[config.mk]
export PLATFORM = sky130hd
export DESIGN_NAME = uart_rx_os16
export DESIGN_NICKNAME = d
export VERILOG_FILES = /design/src/rtl/uart_rx_os16.sv
export SDC_FILE = /design/constraint.sdc
export NUM_CORES = 1
export LEC_CHECK = 0
export CAP_MARGIN = 0
export CORE_UTILIZATION = 55
export DETAILED_ROUTE_END_ITERATION = 10
export DONT_BUFFER_PORTS = 1
export PLACE_DENSITY = 0.7
export SYNTH_ARGS = -nofsm -noshare
export SYNTH_HDL_FRONTEND = slang
export SYNTH_SLANG_ARGS = --single-unit
export TNS_END_PERCENT = 10
[constraint.sdc]
create_clock -name clk_100m -period 2.9 [get_ports clk_100m]
set_input_delay 0.29 -clock clk_100m [delete_from_list [all_inputs] [get_ports clk_100m]]
set_output_delay 0.29 -clock clk_100m [all_outputs]
set_load 0.02 [all_outputs]
[src/rtl/uart_rx_os16.sv]
// uart_rx_os16: 16x oversampled 8-bit UART receiver with optional parity, valid/ready output and error flags
module uart_rx_os16 #(
   parameter int CLK_FREQ   = 100000000,
   parameter int BAUD       = 115200,
   parameter int OS_DIV     = (CLK_FREQ + BAUD*8)/(BAUD*16),
   parameter bit PARITY_EN  = 1'b0,
   parameter bit PARITY_ODD = 1'b0
) (
   input  logic       clk_100m,
   input  logic       rst_n,
   input  logic       rx,
   output logic [7:0] data_out,
   output logic       valid,
   input  logic       ready,
   output logic       frame_err,
   output logic       parity_err,
   output logic       overrun_err,
   output logic       rx_busy
);
   localparam int TW = $clog2(OS_DIV);
   typedef enum logic [2:0] {S_IDLE, S_START, S_DATA, S_PARITY, S_STOP, S_BRK} state_t;
   state_t          state_q;
   logic            rx_m_q, rx_s_q;
   logic [TW-1:0]   tcnt_q;
   logic [3:0]      s_q;
   logic [2:0]      bit_q;
   logic [7:0]      sh_q;
   logic [1:0]      smp_q;
   logic            fe_q, pe_q, load_q;
   logic            tick, vote, mid, end_b;
   assign tick    = tcnt_q == TW'(OS_DIV-1);
   assign vote    = (smp_q[0] & smp_q[1]) | (smp_q[0] & rx_s_q) | (smp_q[1] & rx_s_q);
   assign mid     = tick && s_q == 4'd9;
   assign end_b   = tick && s_q == 4'd15;
   assign rx_busy = state_q != S_IDLE;
   // two-flop synchronizer; idles high so reset does not look like a start bit
   always_ff @(posedge clk_100m or negedge rst_n) begin
      if (!rst_n) begin
         rx_m_q <= 1'b1;
         rx_s_q <= 1'b1;
      end else begin
         rx_m_q <= rx;
         rx_s_q <= rx_m_q;
      end
   end
   // oversampling, frame FSM and valid/ready output register
   always_ff @(posedge clk_100m or negedge rst_n) begin
      if (!rst_n) begin
         state_q     <= S_IDLE;
         tcnt_q      <= '0;
         s_q         <= '0;
         bit_q       <= '0;
         sh_q        <= '0;
         smp_q       <= '0;
         fe_q        <= 1'b0;
         pe_q        <= 1'b0;
         load_q      <= 1'b0;
         data_out    <= '0;
         valid       <= 1'b0;
         frame_err   <= 1'b0;
         parity_err  <= 1'b0;
         overrun_err <= 1'b0;
      end else begin
         load_q <= 1'b0;
         tcnt_q <= (state_q == S_IDLE || tick) ? '0 : tcnt_q + 1'b1;
         if (tick) s_q <= s_q + 1'b1;
         if (tick && s_q == 4'd7) smp_q[0] <= rx_s_q;
         if (tick && s_q == 4'd8) smp_q[1] <= rx_s_q;
         case (state_q)
            S_IDLE: if (!rx_s_q) begin
               state_q <= S_START;
               s_q     <= '0;
               fe_q    <= 1'b0;
               pe_q    <= 1'b0;
            end
            S_START: if (mid && vote) state_q <= S_IDLE;
               else if (end_b) begin
                  state_q <= S_DATA;
                  bit_q   <= '0;
               end
            S_DATA: begin
               if (mid) sh_q <= {vote, sh_q[7:1]};
               if (end_b) begin
                  bit_q <= bit_q + 1'b1;
                  if (bit_q == 3'd7) state_q <= PARITY_EN ? S_PARITY : S_STOP;
               end
            end
            S_PARITY: begin
               if (mid) pe_q <= vote ^ (^sh_q) ^ PARITY_ODD;
               if (end_b) state_q <= S_STOP;
            end
            S_STOP: if (mid) begin
               fe_q    <= !vote;
               load_q  <= 1'b1;
               state_q <= vote ? S_IDLE : S_BRK;
            end
            S_BRK: if (rx_s_q) state_q <= S_IDLE;
            default: state_q <= S_IDLE;
         endcase
         if (load_q) begin
            data_out    <= sh_q;
            frame_err   <= fe_q;
            parity_err  <= pe_q;
            overrun_err <= valid && !ready;
            valid       <= 1'b1;
         end else if (valid && ready) valid <= 1'b0;
      end
   end
endmodule
==> reports/metrics.cfg, run 1 <==
[clocking]
post_cts_buffers = 0
clock_latency_ns = 0.34
root_buffer = clkbuf_4
clkTransAtPathRegs_ns = 0.11
ctsHtreeMaxLevel = 2
cts_resized = 0
numCtsBuffers = 5
cts_tree = yes
max-clock-path-buffers = 2
clkSinkCount = 43

[global_route]
grt_max_degree = 44
grt_pass1_vias = 1298
grt-ovfl-total = 0
antenna_found_initial = 0
grt_pass1_wl_um = 5892
grtUsageTotal_pct = 19.33

[min_path]
hp-class = primary input to flop

[timing]
timing.fmax_mhz = 447.6
fin_crit_sh_pct = 77.04
fin_setup_tns_ns = 0
finalClockSkew_ns = 0.01292
fin_ws_ns = 0.6659
slew_viol_final = 0
finalHoldViolCount = 0
rsz0062_at_grt = false
whs_ns = 0.1362
setup_viol = 0
period_needed_ns = 2.234
slew_headroom_pct = 67.13
worst_pin_slew_ns = 0.4893

[logic_synthesis]
postSynthAreaPerCell_um2 = 12.10
synth_edf_count = 0
syn-num-nets = 178
yosysUniqueCellTypes = 41
synthArstFlopShare_pct = 100.0
synth_warnings = 0
postSynthCellCount = 167
synth_top_flop_cell = dfrtp_1
ys_seq_elements = 43
ys_seq_area_share_pct = 53.37
synth_area_mm2 = 0.002021

[setup_path]
cp_data_required_time_ns = 3.13
arrival_ns = 2.47
endpoint_kind = flop
crit_type = flop to flop
crit_fanout = 8
startpoint_type = flop

[floorplanning]
fp.dieW_um = 62.62
core_area_mm2 = 0.003416
start_util_pct = 59.16
dieArea_mm2 = 0.003921
row_count = 21
io-pin-count = 17
die_y_um = 62.62

[placement]
io_buffers = 0
placed_cells = 208
post-dp-hpwl_um = 2345
routabilityCongestion = 0.8228
detailedPlace.worstSlack_ns = 0.6502

[run]
maxCapViolCount = 0

[detailed_routing]
routedWlPerCell_um = 14.80
ant_nets = 0
drt_iter0_markers = 36
first_pass_iters = 4
vias = 1239
totalWireLength_um = 3241
drc_errors = 0
viasPerCell = 5.658

[pwr]
leakage_nw = 1.020
ir_drop_uv = 271.1
power_density_mw_per_mm2 = 416.4

[finish]
antenna_cells = 0
finalNonFillerCells = 219
syn_to_final_growth_pct = 6.130
drive_gt1_share_pct = 21.97
nFillCells = 272
final_nets = 183

[run_status]
outcome = complete, no violations

synthesized netlist by cell type (2+ instances only):
library cell  number  share of area, %
dfrtp_1           41                51
mux2_2            23                13
nor2_1            17               3.2
xnor2_1           12               5.2
ha_1               7               4.3
inv_1              6               1.1
nand2_1            5              0.93
a21oi_1            4              0.99
nand3_1            4              0.99
xor2_1             4               1.7
a22o_1             3               1.3
clkbuf_1           3              0.56
nor3_1             3              0.74
o21ai_0            3              0.74
a21o_1             2              0.74
dfstp_2            2               2.6
nand2b_1           2              0.62
nand4_1            2              0.62
nor2b_1            2              0.62
critical path, cell delays in order, from the launching register on:
cell	delay, ns
dfrtp_1	0.41
inv_1	0.10
ha_1	0.14
and3b_1	0.17
or3b_1	0.49
nor3b_4	0.43
mux2_2	0.39
worst paths after layout:
check / from / to / slack (ns) / depth (start not counted)
max in group asynchronous: rst_n / rx_m_q / 2.26 / 2
min in group asynchronous: rst_n / tcnt_q[2] / 0.39 / 2
worst min-delay path: ready / valid / 0.14 / 2
worst max register to register: s_q[1] / sh_q[3] / 0.67 / 6
worst max-delay path: s_q[1] / sh_q[3] / 0.67 / 6
worst min register to register: rx_m_q / rx_s_q / 0.36 / 0
logic make-up (layout without fill, tap and decap cells):
family          count (synthesis)  after routing  share of synthesized area, %
simple gates                   44             44                         11.64
mux                            23             23                         12.82
xor+xnor                       16             16                         6.935
buf+inv                        12             18                         2.662
fa+ha+maj                       8              8                         4.830
flops                          43             43                         53.37
compound gates                 21             21                         7.740
final cells by class:
cell class              count  area, um2  area share, %
well taps                  46      57.56          2.684
repair buffers              4      47.55          2.217
clock buffers               7      45.04          2.100
inverters                   6      22.52          1.050
multi-input cells         112      888.4          41.42
flip-flops and latches     43       1079          50.29
clock inverters             1      5.005         0.2334
per-layer routing:
layer,vias to the layer above,part of all wire (%),track usage [%]
met5,-,0,0
met4,0,1.2,6.105
met3,5,3.2,4.745
met2,21,48,31.39
met1,618,48,25.52
li1,595,-,-
sequential cells by signal, indices dropped and copies added, names as in the netlist:
signal / flops
pe_q: 1
rx_s_q: 1
bit_q: 3
tcnt_q: 6
parity_err: 1
frame_err: 1
fe_q: 1
data_out: 8
smp_q: 2
s_q: 4
state_q: 3
rx_m_q: 1
overrun_err: 1
valid: 1
sh_q: 8
load_q: 1
power breakdown:
part	total, mW	internal (mW)	switching (mW)
combinational	0.0187	0.00577	0.0129
sequential	0.604	0.602	0.00171
clock	0.271	0.0947	0.176
repair_timing:
action / 4_1_cts / 5_1_grt
hold buffers: 3 / 0
endpoints found under the hold margin: 44 / 0
endpoints found under the setup margin: 0 / 0
metrics by stage:
stage	area, um2	power, mW	utilization [%]
floorplan	2021	0.6165	-
global placement	2054	0.6173	60.15
detailed placement	2054	0.6176	60.15
CTS	2145	0.9049	62.78
global route	2145	0.9340	62.78
finish	2145	0.8929	62.78
cell usage in the layout (no fill, tap or decap), drive strengths merged, types with 2 or more instances in the layout:
cell type,instances
dfrtp,41
mux2,23
nor2,17
xnor2,12
ha,7
clkbuf,7
inv,6
nand2,5
nand3,4
xor2,4
a21oi,4
o21ai,4
nor3,3
a22o,3
nand4,2
a21o,2
nor2b,2
nand2b,2
dlygate4sd3,2
dfstp,2
nor3b,2
buf,2
No activity file was read; power rests on OpenSTA's default activity.
==> run 2, diff against run 1 <==
--- a/config.mk
+++ b/config.mk
@@ -9,7 +9,7 @@
 export CORE_UTILIZATION = 55
 export DETAILED_ROUTE_END_ITERATION = 10
 export DONT_BUFFER_PORTS = 1
-export PLACE_DENSITY = 0.7
+export PLACE_DENSITY = 0.73
 export SYNTH_ARGS = -nofsm -noshare
 export SYNTH_HDL_FRONTEND = slang
 export SYNTH_SLANG_ARGS = --single-unit
==> constraint.sdc (replaced) <==
create_clock -name clk_100m -period 1.9 [get_ports clk_100m]
set_input_delay 0.19 -clock clk_100m [delete_from_list [all_inputs] [get_ports clk_100m]]
set_output_delay 0.19 -clock clk_100m [all_outputs]
set_load 0.02 [all_outputs]
==> run 2 against run 1 <==
The run now ends with setup timing left; clock skew hardly changed; cell count rose by 9.1%; sequential cell count unchanged; setup slack lost 0.73 ns; sequential power increased by 52%; global-route usage increased by 1.9 points; non-clock buffer count increased by 20; critical endpoint is now sh_q[1]; largest power group unchanged.
==> reports/metrics.cfg, run 2 (synthesis gave the netlist of run 1 again) <==
[clocking]
ctsHtreeMaxLevel = 2  ; unchanged
clock_latency_ns = 0.36  ; was 0.34 ns
cts_tree = yes  ; unchanged
root_buffer = clkbuf_4  ; unchanged
clkSinkCount = 43  ; unchanged
max-clock-path-buffers = 2  ; unchanged
numCtsBuffers = 5  ; unchanged
clkTransAtPathRegs_ns = 0.11  ; about the same

[pwr]
leakage_nw = 1.128  ; was 1.020 nW
total_power_mw = 1.376  ; was 0.8929 mW
ir_drop_uv = 328.5  ; was 271.1 uV
power_density_mw_per_mm2 = 591.3  ; was 416.4 mW/mm2

[global_route]
grt_max_degree = 44  ; unchanged
grt-ovfl-total = 0  ; unchanged
grtUsageTotal_pct = 21.28  ; was 19.33%
grt_pass1_vias = 1363  ; was 1,298
antenna_found_initial = 0  ; unchanged
grt_pass1_wl_um = 6423  ; was 5892 um

[timing]
fin_ws_ns = -0.06316  ; was 0.6659 ns
setup_viol = 12  ; was 0
slew_headroom_pct = 65.48  ; was 67.13%
period_needed_ns = 1.963  ; was 2.234 ns
rsz0062_at_grt = true  ; was false
worst_pin_slew_ns = 0.5177  ; was 0.4893 ns
fin_crit_sh_pct = 103.3  ; was 77.04%
finalClockSkew_ns = 0.01336  ; was 0.01292 ns
slew_viol_final = 0  ; unchanged
timing.fmax_mhz = 509.4  ; was 447.6 MHz
finalHoldViolCount = 0  ; unchanged

[finish]
final_nets = 203  ; was 183
drive_gt1_share_pct = 32.12  ; was 21.97%
syn_to_final_growth_pct = 15.17  ; was 6.130%
antenna_cells = 0  ; unchanged
regArea_mm2 = 0.001079  ; unchanged
final_cell_mix = dfrtp_1 (41), mux2_2 (21), buf_4 (19)  ; was dfrtp_1 (41), mux2_2 (23), nor2_1 (17)
nFillCells = 245  ; was 272
final_area_mm2 = 0.002327  ; was 0.002145 mm2
reg_top3 = data_out x8, sh_q x8, tcnt_q x6  ; unchanged
multi_input_area_um2 = 900.9  ; was 888.4 um2
final_common_cell = dfrtp_1  ; unchanged

[detailed_routing]
ant_nets = 0  ; unchanged
totalWireLength_um = 3571  ; was 3241 um
vias = 1309  ; was 1,239
drc_errors = 0  ; unchanged
viasPerCell = 5.477  ; was 5.658
drt_iter0_markers = 65  ; was 36
routedWlPerCell_um = 14.94  ; was 14.80 um
first_pass_iters = 4  ; unchanged

[setup_path]
worst_path_max_delay_cell = or3b_4  ; was or3b_1
slowest_delay_ns = 0.43  ; was 0.49 ns
endpoint_kind = flop  ; unchanged
crit_type = flop to flop  ; unchanged
crit_chain = inv_1 > ha_1 > nand4_1 > or3b_4 > nor3b_4 > buf_12 > mux2_2  ; was inv_1 > ha_1 > and3b_1 > or3b_1 > nor3b_4 > mux2_2
startpoint_type = flop  ; unchanged
crit_fanout = 8  ; unchanged
arrival_ns = 2.21  ; was 2.47 ns
cp_data_required_time_ns = 2.15  ; was 3.13 ns

[floorplanning]
die_y_um = 62.62  ; unchanged
row_count = 21  ; unchanged
fp.dieW_um = 62.62  ; unchanged
start_util_pct = 59.16  ; unchanged
io-pin-count = 17  ; unchanged
dieArea_mm2 = 0.003921  ; unchanged
core_area_mm2 = 0.003416  ; unchanged

[placement]
routabilityCongestion = 0.8259  ; was 0.8228
post-dp-hpwl_um = 2602  ; was 2345 um
dpl_cell_area_mm2 = 0.002210  ; was 0.002054 mm2
io_buffers = 0  ; unchanged

[run_status]
violations = setup timing
outcome = complete, but fails checks  ; was complete, no violations

[run]
maxCapViolCount = 0  ; unchanged

[min_path]
hp-class = primary input to flop  ; unchanged

==> run 2: layer usage <==
| metal | track usage, % | routed length (um) |
|---|---|---|
| met5 | 0 | 0 |
| met4 | 7.849 | 50 |
| met3 | 5.292 | 111 |
| met2 | 32.20 | 1740 |
| met1 | 29.67 | 1669 |
==> run 2: report_power, final <==
group	total, mW	switching [mW]	internal (mW)	leakage [nW]
logic	0.0279	0.0191	0.00879	0.521
clock network	0.427	0.284	0.143	0.0282
registers	0.921	0.00256	0.919	0.579
total	1.38	0.305	1.07	1.13
==> run 2: cell type report <==
| class | count | share of cell area, % |
|---|---|---|
| Sequential cell | 43 | 46.34 |
| Multi-Input combinational cell | 112 | 38.71 |
| Timing Repair Buffer | 24 | 9.194 |
| Tap cell | 46 | 2.473 |
| Clock buffer | 6 | 1.774 |
| Inverter | 6 | 0.9677 |
| Clock inverter | 2 | 0.5376 |
==> run 2: per-stage QoR <==
stage	hold slack (ns)	util (%)	cells	TNS, ns	worst slack (ns)
after floorplan	-0.1056	-	167	-1.093	-0.1364
after global placement	-0.1046	64.69	227	-0.4041	-0.04712
after detailed placement	-0.1043	64.69	227	-0.6886	-0.09719
after CTS	0.03470	67.69	238	-0.9156	-0.08873
after global routing	0.04694	68.13	239	-1.666	-0.1586
final	0.04454	68.13	239	-0.5641	-0.06316
==> run 2: what timing repair did <==
item | CTS | global route
resized for setup | 4 | 3
pin swaps | 3 | 4
endpoints found under the hold margin | 44 | 0
hold buffers | 3 | 0
setup buffers | 0 | 1
setup endpoints to repair | 14 | 14
==> run 2: critical path: cells and delay by family (launching register included) <==
family	cells	cell delay, ns
simple gates	3	0.80
buf+inv	2	0.21
flops	1	0.39
fa+ha+maj	1	0.13
mux	1	0.33
==> run 2: final timing paths <==
check / to / cells after the start / startpoint / slack [ns]
max in group asynchronous: rx_m_q / 2 / rst_n / 1.35
max: sh_q[1] / 7 / tcnt_q[1] / -0.06
min in group asynchronous: state_q[0] / 2 / rst_n / 0.28
max reg2reg: sh_q[1] / 7 / tcnt_q[1] / -0.06
min reg2reg: rx_s_q / 0 / rx_m_q / 0.36
min: valid / 2 / ready / 0.04
==> run 3, diff against run 2 <==
--- a/config.mk
+++ b/config.mk
@@ -10,6 +10,7 @@
 export DETAILED_ROUTE_END_ITERATION = 10
 export DONT_BUFFER_PORTS = 1
 export PLACE_DENSITY = 0.73
+export SKIP_LAST_GASP = 1
 export SYNTH_ARGS = -nofsm -noshare
 export SYNTH_HDL_FRONTEND = slang
 export SYNTH_SLANG_ARGS = --single-unit
==> run 3 against run 2 <==
The run still ends with setup timing left; combinational power hardly changed; clock power is essentially flat; worst hold slack got worse by 0.00063 ns; register-to-register slack about the same; utilization is 0.11 points lower; via count increased by 0.76%; first-iteration DRC count shrank 11%; power decreased by 0.12%; design area shrank 0.16%; clock-buffer cell count unchanged; largest cell class unchanged; largest power group unchanged.
==> reports/metrics.cfg, run 3 (synthesis gave the netlist of run 1 again) <==
[run_status]
outcome = complete, but fails checks  ; unchanged
violations = setup timing  ; unchanged

[detailed_routing]
viasPerCell = 5.519  ; was 5.477
routedWlPerCell_um = 14.89  ; was 14.94 um
first_pass_iters = 4  ; unchanged
drt_iter0_markers = 58  ; was 65
ant_nets = 0  ; unchanged
vias = 1319  ; was 1,309
totalWireLength_um = 3559  ; was 3571 um
drc_errors = 0  ; unchanged

[finish]
drive_gt1_share_pct = 32.12  ; unchanged
reg_top3 = data_out x8, sh_q x8, tcnt_q x6  ; unchanged
final_cell_mix = dfrtp_1 (41), mux2_2 (22), buf_4 (19)  ; was dfrtp_1 (41), mux2_2 (21), buf_4 (19)
final_common_cell = dfrtp_1  ; unchanged
multi_input_area_um2 = 897.1  ; was 900.9 um2
antenna_cells = 0  ; unchanged
final_nets = 203  ; unchanged
regArea_mm2 = 0.001079  ; unchanged
nFillCells = 243  ; was 245
syn_to_final_growth_pct = 14.98  ; was 15.17%
final_area_mm2 = 0.002323  ; was 0.002327 mm2
finalNonFillerCells = 239  ; unchanged

[clocking]
cts_tree = yes  ; unchanged
numCtsBuffers = 5  ; unchanged
root_buffer = clkbuf_4  ; unchanged
clkSinkCount = 43  ; unchanged
max-clock-path-buffers = 2  ; unchanged
clock_latency_ns = 0.36  ; about the same
ctsHtreeMaxLevel = 2  ; unchanged
clkTransAtPathRegs_ns = 0.11  ; about the same

[global_route]
grtUsageMet1_pct = 30.04  ; was 29.67%
busiest_layer = met2  ; unchanged
grt_util_met2_pct = 31.39  ; was 32.20%
met3_usage_pct = 5.292  ; unchanged
grt_pass1_wl_um = 6430  ; was 6423 um
grt_pass1_vias = 1369  ; was 1,363
grtUsageTotal_pct = 21.32  ; was 21.28%
grt-ovfl-total = 0  ; unchanged
antenna_found_initial = 0  ; unchanged
grt_max_degree = 44  ; unchanged

[setup_path]
cp_top_family = simple AND/OR/NAND/NOR gates  ; unchanged
worst_path_max_delay_cell = or3b_4  ; unchanged
startpoint_type = flop  ; unchanged
crit_fanout = 8  ; unchanged
r2r_end = sh_q[6]  ; was sh_q[1]
r2r_slack_ns = -0.06  ; about the same
arrival_ns = 2.21  ; about the same
ff2ff_path_depth = 7  ; unchanged
slowest_delay_ns = 0.43  ; about the same
r2r-start = tcnt_q[1]  ; unchanged
crit_type = flop to flop  ; unchanged
cp_data_required_time_ns = 2.15  ; about the same
worst-path-buf-inv = 2  ; unchanged
crit_chain = inv_1 > ha_1 > nand4_1 > or3b_4 > nor3b_4 > buf_12 > mux2_2  ; unchanged
endpoint_kind = flop  ; unchanged

[timing]
worst_pin_slew_ns = 0.5175  ; was 0.5177 ns
slew_viol_final = 0  ; unchanged
timing.fmax_mhz = 510.3  ; was 509.4 MHz
setup_viol = 12  ; unchanged
fin_crit_sh_pct = 103.1  ; was 103.3%
finalClockSkew_ns = 0.01080  ; was 0.01336 ns
rsz0062_at_grt = true  ; unchanged
fin_setup_tns_ns = -0.5720  ; was -0.5641 ns
finalHoldViolCount = 0  ; unchanged
slew_headroom_pct = 65.50  ; was 65.48%
period_needed_ns = 1.960  ; was 1.963 ns
fin_ws_ns = -0.05969  ; was -0.06316 ns

[run]
maxCapViolCount = 0  ; unchanged

[placement]
routabilityCongestion = 0.8259  ; unchanged
post-dp-hpwl_um = 2602  ; unchanged
detailedPlace.worstSlack_ns = -0.09719  ; unchanged
dpl_cell_area_mm2 = 0.002210  ; unchanged
placed_cells = 227  ; unchanged
io_buffers = 0  ; unchanged

[min_path]
min_to = valid  ; unchanged
hp-class = primary input to flop  ; unchanged
hp-start = ready  ; unchanged
hold_depth = 2  ; unchanged

[pwr]
leakage_nw = 1.127  ; was 1.128 nW
power_density_mw_per_mm2 = 591.5  ; was 591.3 mW/mm2
ir_drop_uv = 328.6  ; was 328.5 uV
total_power_mw = 1.374  ; was 1.376 mW

[floorplanning]
dieArea_mm2 = 0.003921  ; unchanged
fp.dieW_um = 62.62  ; unchanged
row_count = 21  ; unchanged
die_y_um = 62.62  ; unchanged
start_util_pct = 59.16  ; unchanged
io-pin-count = 17  ; unchanged
core_area_mm2 = 0.003416  ; unchanged

run 3: changes by cell type in the layout (fill, tap and decap cells not counted):
cell	delta
mux2_2	+1
mux2_4	-1
run 3: stage by stage:
step / hold slack, ns / util (%)
final: 0.04390 / 68.02
after global placement: -0.1046 / 64.69
after global routing: 0.04694 / 68.02
after floorplan: -0.1056 / -
after CTS: 0.03470 / 67.51
after detailed placement: -0.1043 / 64.69
run 3: power by group:
part           total [mW]  internal, mW  switching (mW)
logic              0.0281       0.00879          0.0193
clock network       0.425         0.143           0.282
registers           0.921         0.919         0.00255
run 3: routing by layer:
layer | wire length, um | part of all wire, %
met1 | 1628 | 46
met2 | 1739 | 49
met3 | 119 | 3.3
met4 | 72 | 2.0
met5 | 0 | 0
run 3: worst max-delay path by stage:
stage,end,slack [ns],startpoint,cells past startpoint
after detailed placement,state_q[0],-0.1,tcnt_q[1],8
final,sh_q[6],-0.06,tcnt_q[1],7
after global placement,state_q[0],-0.05,s_q[1],8
after global routing,bit_q[0],-0.16,tcnt_q[1],9
after CTS,bit_q[0],-0.09,tcnt_q[1],9
after floorplan,sh_q[0],-0.14,s_q[1],7
run 3: timing repair:
action,in CTS,in global routing
resized for setup,2,4
setup buffers,0,1
cloned,0,0
setup endpoints to repair,14,17
hold buffers,3,0
endpoints found under the hold margin,44,0
pin swaps,3,3
run 3: final cells by class:
class                      count  area share [%]
clock buffer                   6           1.777
clock inverter                 2          0.5385
inverter                       6          0.9693
multi-input combinational    112           38.61
sequential                    43           46.42
tap                           46           2.477
timing repair buffer          24           9.208
run 3: worst register-to-register path: stages, from the launching register on:
cell and delay [ns]:
dfrtp_1 0.39, inv_1 0.06, ha_1 0.13, nand4_1 0.15
or3b_4 0.43, nor3b_4 0.22, buf_12 0.15, mux2_2 0.33
